[config.mk]
export PLATFORM = sky130hd
export DESIGN_NAME = stripe_scheduler
export DESIGN_NICKNAME = d
export VERILOG_FILES = /design/src/rtl/stripe_scheduler_pkg.sv /design/src/rtl/stripe_scheduler_ref_streamer.sv /design/src/rtl/stripe_scheduler.sv
export SDC_FILE = /design/constraint.sdc
export NUM_CORES = 1
export LEC_CHECK = 0
export CAP_MARGIN = 20
export CORE_ASPECT_RATIO = 1.5
export CORE_MARGIN = 4
export CORE_UTILIZATION = 42
export DETAILED_ROUTE_END_ITERATION = 16
export GPL_ROUTABILITY_DRIVEN = 0
export PLACE_DENSITY = 0.78
export SLEW_MARGIN = 20
export SYNTH_ARGS = -nofsm -noshare
export SYNTH_HDL_FRONTEND = slang
export SYNTH_SLANG_ARGS = --single-unit
[constraint.sdc]
create_clock -name i_clk -period 3.7 [get_ports i_clk]
set_input_delay 0.555 -clock i_clk [delete_from_list [all_inputs] [get_ports i_clk]]
set_output_delay 0.555 -clock i_clk [all_outputs]
set_load 0.03 [all_outputs]
[src/rtl/stripe_scheduler_pkg.sv]
// Shared constants, state encoding and stripe-length helper for the stripe scheduler.
package stripe_scheduler_pkg;

  localparam int STRIPE_W = 64;
  localparam int BASE_W   = 2;
  localparam int SCORE_W  = 14;
  localparam int COL_W    = 10;
  localparam int IDX_W    = 6;
  localparam int SEG_W    = STRIPE_W * BASE_W;

  localparam logic [SCORE_W-1:0] NEG_INF = 14'h3000;

  typedef enum logic [2:0] {
    S_IDLE,
    S_LOADQ,
    S_STREAM,
    S_WAIT_END,
    S_DONE
  } state_e;

  // Bases left to stream from col, clamped to the array window; 0 once col runs off the reference.
  function automatic logic [COL_W-1:0] stream_len(input logic [COL_W-1:0] col,
                                                  input logic [COL_W-1:0] ref_len,
                                                  input logic [COL_W-1:0] win);
    logic [COL_W-1:0] rem;
    rem = ref_len - col;
    if (col >= ref_len) begin
      rem = '0;
    end else if (rem > win) begin
      rem = win;
    end
    return rem;
  endfunction

endpackage

[src/rtl/stripe_scheduler_ref_streamer.sv]
// Reference address generator with one-cycle memory latency compensation, so that
// each base on pe_a_o lines up with pe_start_o.
module stripe_scheduler_ref_streamer
  import stripe_scheduler_pkg::*;
(
  input  logic              clk_i,
  input  logic              rst_ni,
  input  logic              launch_i,
  input  logic [COL_W-1:0]  col_i,
  input  logic [COL_W-1:0]  len_i,
  input  logic [BASE_W-1:0] ref_data_i,
  output logic [COL_W-1:0]  ref_addr_o,
  output logic [BASE_W-1:0] pe_a_o,
  output logic              pe_start_o,
  output logic              active_o
);

  logic [COL_W-1:0]  addr_q, addr_d;
  logic [COL_W-1:0]  rem_q, rem_d;
  logic              fetch_vld;
  logic              data_vld_q;
  logic              start_q;
  logic [BASE_W-1:0] a_q;

  // While idle the address follows col_i, so the launch cycle already presents the first base.
  always_comb begin
    fetch_vld = launch_i ? (len_i != '0) : (rem_q != '0);
    addr_d    = col_i;
    rem_d     = '0;
    if (launch_i) begin
      addr_d = col_i + 1'b1;
      rem_d  = (len_i != '0) ? (len_i - 1'b1) : '0;
    end else if (rem_q != '0) begin
      addr_d = addr_q + 1'b1;
      rem_d  = rem_q - 1'b1;
    end
  end

  always_ff @(posedge clk_i) begin
    if (!rst_ni) begin
      addr_q     <= '0;
      rem_q      <= '0;
      data_vld_q <= 1'b0;
      start_q    <= 1'b0;
      a_q        <= '0;
    end else begin
      addr_q     <= addr_d;
      rem_q      <= rem_d;
      data_vld_q <= fetch_vld;
      start_q    <= data_vld_q;
      a_q        <= data_vld_q ? ref_data_i : '0;
    end
  end

  assign ref_addr_o = addr_q;
  assign pe_a_o     = a_q;
  assign pe_start_o = start_q;
  // The final start cycle is already committed once both earlier stages are empty.
  assign active_o   = (rem_q != '0) || data_vld_q;

endmodule

[src/rtl/stripe_scheduler.sv]
// Walks the systolic array across an alignment one 64-base query stripe at a time,
// advancing the reference column by the array's reported offset and tracking the best stripe.
module stripe_scheduler
  import stripe_scheduler_pkg::*;
#(
  parameter int WIN_LEN  = 400,
  parameter int WDOG_CYC = 1023
) (
  input  logic               i_clk,
  input  logic               i_rst_n,
  input  logic               i_go,
  input  logic [IDX_W-1:0]   i_num_stripes,
  input  logic [COL_W-1:0]   i_ref_len,
  output logic [IDX_W-1:0]   o_qry_addr,
  input  logic [SEG_W-1:0]   i_qry_data,
  output logic [COL_W-1:0]   o_ref_addr,
  input  logic [BASE_W-1:0]  i_ref_data,
  output logic               o_pe_start,
  output logic [SEG_W-1:0]   o_pe_B,
  output logic [BASE_W-1:0]  o_pe_A,
  input  logic               i_stripe_end,
  input  logic [COL_W-1:0]   i_start_position,
  input  logic [SCORE_W-1:0] i_max_score_stripe,
  output logic               o_busy,
  output logic               o_done,
  output logic               o_err,
  output logic [SCORE_W-1:0] o_best_score,
  output logic [IDX_W-1:0]   o_best_stripe
);

  localparam logic [COL_W-1:0] WIN_MAX   = COL_W'(WIN_LEN);
  localparam logic [COL_W-1:0] WDOG_LAST = COL_W'(WDOG_CYC - 1);

  state_e             state_q, state_d;
  logic               phase_q, phase_d;
  logic [COL_W-1:0]   col_q, col_d;
  logic [IDX_W-1:0]   stripe_q, stripe_d;
  logic [IDX_W-1:0]   nstripes_q, nstripes_d;
  logic [COL_W-1:0]   reflen_q, reflen_d;
  logic [SEG_W-1:0]   pe_b_q, pe_b_d;
  logic [SCORE_W-1:0] best_q, best_d;
  logic [IDX_W-1:0]   best_idx_q, best_idx_d;
  logic               err_q, err_d;
  logic [COL_W-1:0]   wdog_q, wdog_d;

  logic [COL_W-1:0]   len;
  logic               launch;
  logic               stream_active;
  logic [COL_W:0]     col_sum;
  logic [COL_W-1:0]   col_sat;
  logic [IDX_W:0]     stripe_nxt;
  logic               last_stripe;

  assign len         = stream_len(col_q, reflen_q, WIN_MAX);
  assign launch      = (state_q == S_LOADQ) && phase_q;
  assign col_sum     = {1'b0, col_q} + {1'b0, i_start_position};
  assign col_sat     = (col_sum > {1'b0, reflen_q}) ? reflen_q : col_sum[COL_W-1:0];
  assign stripe_nxt  = {1'b0, stripe_q} + 1'b1;
  assign last_stripe = (stripe_nxt == {1'b0, nstripes_q});

  always_comb begin
    state_d    = state_q;
    phase_d    = phase_q;
    col_d      = col_q;
    stripe_d   = stripe_q;
    nstripes_d = nstripes_q;
    reflen_d   = reflen_q;
    pe_b_d     = pe_b_q;
    best_d     = best_q;
    best_idx_d = best_idx_q;
    err_d      = err_q;
    wdog_d     = wdog_q;

    unique case (state_q)
      S_IDLE: begin
        if (i_go) begin
          col_d      = '0;
          stripe_d   = '0;
          best_d     = NEG_INF;
          best_idx_d = '0;
          err_d      = 1'b0;
          phase_d    = 1'b0;
          nstripes_d = i_num_stripes;
          reflen_d   = i_ref_len;
          state_d    = (i_num_stripes == '0) ? S_DONE : S_LOADQ;
        end
      end

      // Second cycle: query segment has arrived and the first ref base is being fetched.
      // A stripe whose column is past the reference end is skipped without waiting on the array.
      S_LOADQ: begin
        phase_d = 1'b1;
        if (phase_q) begin
          phase_d = 1'b0;
          pe_b_d  = i_qry_data;
          if (len == '0) begin
            stripe_d = stripe_nxt[IDX_W-1:0];
            state_d  = last_stripe ? S_DONE : S_LOADQ;
          end else begin
            state_d = S_STREAM;
          end
        end
      end

      S_STREAM: begin
        if (!stream_active) begin
          wdog_d  = '0;
          state_d = S_WAIT_END;
        end
      end

      S_WAIT_END: begin
        wdog_d = wdog_q + 1'b1;
        if (i_stripe_end) begin
          if ($signed(i_max_score_stripe) > $signed(best_q)) begin
            best_d     = i_max_score_stripe;
            best_idx_d = stripe_q;
          end
          col_d    = col_sat;
          stripe_d = stripe_nxt[IDX_W-1:0];
          state_d  = last_stripe ? S_DONE : S_LOADQ;
        end else if (wdog_q == WDOG_LAST) begin
          err_d   = 1'b1;
          state_d = S_DONE;
        end
      end

      S_DONE: begin
        state_d = S_IDLE;
      end

      default: begin
        state_d = S_IDLE;
      end
    endcase
  end

  always_ff @(posedge i_clk) begin
    if (!i_rst_n) begin
      state_q    <= S_IDLE;
      phase_q    <= 1'b0;
      col_q      <= '0;
      stripe_q   <= '0;
      nstripes_q <= '0;
      reflen_q   <= '0;
      pe_b_q     <= '0;
      best_q     <= NEG_INF;
      best_idx_q <= '0;
      err_q      <= 1'b0;
      wdog_q     <= '0;
    end else begin
      state_q    <= state_d;
      phase_q    <= phase_d;
      col_q      <= col_d;
      stripe_q   <= stripe_d;
      nstripes_q <= nstripes_d;
      reflen_q   <= reflen_d;
      pe_b_q     <= pe_b_d;
      best_q     <= best_d;
      best_idx_q <= best_idx_d;
      err_q      <= err_d;
      wdog_q     <= wdog_d;
    end
  end

  stripe_scheduler_ref_streamer u_ref_streamer (
    .clk_i      (i_clk),
    .rst_ni     (i_rst_n),
    .launch_i   (launch),
    .col_i      (col_q),
    .len_i      (len),
    .ref_data_i (i_ref_data),
    .ref_addr_o (o_ref_addr),
    .pe_a_o     (o_pe_A),
    .pe_start_o (o_pe_start),
    .active_o   (stream_active)
  );

  assign o_qry_addr    = stripe_q;
  assign o_pe_B        = pe_b_q;
  assign o_busy        = (state_q != S_IDLE) && (state_q != S_DONE);
  assign o_done        = (state_q == S_DONE);
  assign o_err         = err_q;
  assign o_best_score  = best_q;
  assign o_best_stripe = best_idx_q;

endmodule

==> run metrics <==
initial antenna violation count=2; Worst-path clk slew=60 ps; Pwr Density=532 nW/um^2; fmax=0.266 GHz; core area=24400 sq um; Pre-antenna DRT Iters=5; register area share after synthesis=41.9%; GRT Resource Usage Total=23.4%; Max Cap Violations=0; worst path required time=4110 ps; Synth Cell Area=10500 sq um; # DRC=0; top post-synthesis cells by area=dfxtp_1 (42%), nand2_1 (12%), a21oi_1 (8.4%); DR WL/cell=16.9 um; fin crit share=102%; worst slew pin tran=997 ps; Crit Path Max Fanout=6; switching pwr=0.00291 W; cell count after synthesis=1321; H-Tree Depth=1; grt ovf=0; final WL=34200 um; min-delay worst type=register to register; die area=27500 sq um; Sequential Power Share=33.7%; Die Y-Extent=201 um; RSZ-0062 raised after global routing=true; I/O Pins=344; Top FF cell, synth=dfxtp_1; Final Hold Vio Count=0; syn nets=1549; Setup Viol. Count Final=6; number of enable flip-flop cells after synthesis=0; post-synth cell types=83; Static Leak=5.73 nW; vias per inst=5.27; outcome=finished with violations; Num CTS Buffers=23; failing checks=negative setup slack; clock sink count=219; FF+latch count, synth=219; cells along the critical path=ha_4 > inv_2 > fa_2 > nor2b_2 > o21ai_2 > a21boi_2 > o31ai_2 > a21oi_1 > xor2_1 > ha_1 > a211o_1 > nor2_1 > a211oi_2 > or4_4 > buf_12 > mux2i_1 > o21ai_1; vias=10663; Logic pwr share=37.8%; Die X=137 um; ANT nets after route=0; syn_area_per_cell=7.91 sq um; delay of the slowest critical-path stage=600 ps; Peak supply drop=0.000367 V; switching portion of total power=35.3%; Ys Warns=0; CP Class=register to register; post-synth top area share=41.9%; dpl ws=-817 ps; layout cells sized above 1=9.96%; number of global-route vias before repair=10383; Worst-Skew Late Latency=520 ps; CTS tree=built; Slew Limit Fails=0; largest area contributor in the netlist=dfxtp_1; # rows=70; root buffer cell=clkbuf_16; Port Buf Inserts=343; critical path's slowest cell=or4_4; relative max-transition margin=33.5%; cell-internal power=0.00533 W; final setup margin=-60.0 ps; Detailed Place HPWL=25300 um; Setup crit start kind=register; first-pass GRT wire length=52600 um; final period demand of the worst path=3760 ps; largest net degree at the start of global routing=94; initial core utilization=42.8%; Nets=1909; Worst EP arrival=4170 ps; CTS max path bufs=3; DRT iter0 DRCs=795; Post-synth ARST share=0%; clock skew=13.3 ps; Area growth, synth to finish=48.1%; CP Capture Type=register; Final Core Density=63.4%; Clk pwr share=28.5%
power by group through the flow:
stage	combinational [W]	sequential, W	clock [W]
final	0.00311	0.00278	0.00235
after global routing	0.00337	0.00281	0.00250
after CTS	0.00298	0.00278	0.00241
after detailed placement	0.00291	0.00283	0
after global placement	0.00286	0.00282	0
after floorplan	0.00167	0.00302	0
cell families after synthesis:
group / count (synthesis) / share of synthesized area, %
buffers and inverters: 126 / 5.27
muxes: 13 / 1.26
adders and majority gates: 54 / 6.61
and+or+nand+nor: 535 / 22.0
xor gates and xnor gates: 43 / 3.60
AOI/OAI and AO/OA: 331 / 19.3
DFF: 219 / 41.9
worst max-delay path: cells and delay by family (launching register included):
kind	cells	cell delay (ps)
compound gates	7	1030
simple gates	3	870
fa+ha+maj	3	770
flops	1	350
xor+xnor	1	230
buf+inv	2	200
mux	1	190
placed cells by master (no fill, tap or decap), types with 4 or more instances in the layout:
| cell | n |
|---|---|
| nand2_1 | 344 |
| clkdlybuf4s50_1 | 340 |
| dfxtp_1 | 215 |
| a21oi_1 | 172 |
| nor2_1 | 66 |
| buf_4 | 62 |
| inv_1 | 50 |
| ha_1 | 43 |
| xnor2_1 | 29 |
| o21ai_0 | 28 |
| clkbuf_16 | 23 |
| nand3_1 | 21 |
| nor3_1 | 21 |
| a22o_1 | 18 |
| a31oi_1 | 14 |
| o22ai_1 | 13 |
| xor2_1 | 13 |
| a21o_1 | 11 |
| o21ai_1 | 11 |
| mux2i_1 | 11 |
| nand4_1 | 10 |
| and3_1 | 10 |
| nand2b_1 | 9 |
| a211oi_1 | 7 |
| nor2b_1 | 6 |
| ha_4 | 6 |
| clkbuf_1 | 6 |
| o21a_1 | 5 |
| or3_1 | 5 |
| nor3b_1 | 4 |
| and2_1 | 4 |
| a311oi_1 | 4 |
| clkbuf_8 | 4 |
| dfxtp_2 | 4 |
worst paths after layout:
check                  start         end  slack (ps)  depth (start not counted)
setup / recovery    col_q[0]    col_q[3]         -60                         17
hold / removal    o_pe_B[26]  o_pe_B[26]         450                          2
hold reg to reg   o_pe_B[26]  o_pe_B[26]         450                          2
setup reg to reg    col_q[0]    col_q[3]         -60                         17
synthesized netlist by cell type, types with 4 or more instances:
| library cell | instances |
|---|---|
| a22o_1 | 18 |
| o21ai_0 | 40 |
| a31oi_1 | 14 |
| xor2_1 | 13 |
| nor3_1 | 24 |
| nand2_1 | 345 |
| o22ai_1 | 13 |
| a211oi_1 | 9 |
| a311oi_1 | 4 |
| mux2i_1 | 12 |
| buf_6 | 4 |
| nand2b_1 | 10 |
| o21a_1 | 5 |
| nand3_1 | 23 |
| and3_1 | 10 |
| nand4_1 | 10 |
| buf_1 | 5 |
| xnor2_1 | 30 |
| and2_1 | 5 |
| ha_1 | 52 |
| dfxtp_1 | 219 |
| nor2b_1 | 8 |
| nor3b_1 | 4 |
| nor2_1 | 68 |
| a21o_1 | 11 |
| or3_1 | 5 |
| a21oi_1 | 175 |
| clkbuf_1 | 55 |
| inv_1 | 54 |
state kept, by name, indices dropped and copies added (netlist names), 10 cells and up:
name	count
col_q	10
u_ref_streamer.ref_addr_o	10
u_ref_streamer.rem_q	10
o_best_score	14
o_pe_B	128
wdog_q	10
reflen_q	10
area by class of cell:
cell class              instances  area, sq um
fillers                      2003         8950
multi-input cells             976         5770
flip-flops and latches        219         4390
repair buffers                407         3950
clock buffers                  33          653
well taps                     324          405
inverters                      54          205
clock inverters                 8          113
diodes                          2         5.00
per-layer routing:
layer  wire, um  vias to the layer above  share of wire (%)  global-route usage (%)
li1           -                     5248                  -                       -
met3       2930                       78                8.6                    6.70
met5          0                        -                  0                       0
met2      17300                      404                 51                    42.2
met4       1340                        0                3.9                    9.38
met1      12600                     4933                 37                    25.4
what timing repair did:
item,4_1_cts,5_1_grt
resized for setup,15,37
endpoints found under the setup margin,11,27
buffers inserted,5,5
gates cloned,1,0
hold buffers,0,0
pin swaps,14,20
per-stage QoR:
| stage | hold slack [ps] | setup TNS, ps | total power, W | cells | cell area [sq um] |
|---|---|---|---|---|---|
| after floorplan | 424 | 0 | 0.00469 | 1321 | 10500 |
| after global placement | 440 | -6770 | 0.00568 | 1968 | 14400 |
| after detailed placement | 446 | -7940 | 0.00573 | 1968 | 14400 |
| after CTS | 454 | -974 | 0.00816 | 2015 | 15300 |
| after global routing | 473 | -1360 | 0.00867 | 2023 | 15500 |
| final | 452 | -151 | 0.00824 | 2023 | 15500 |
Power figures use the tool's default switching activity.
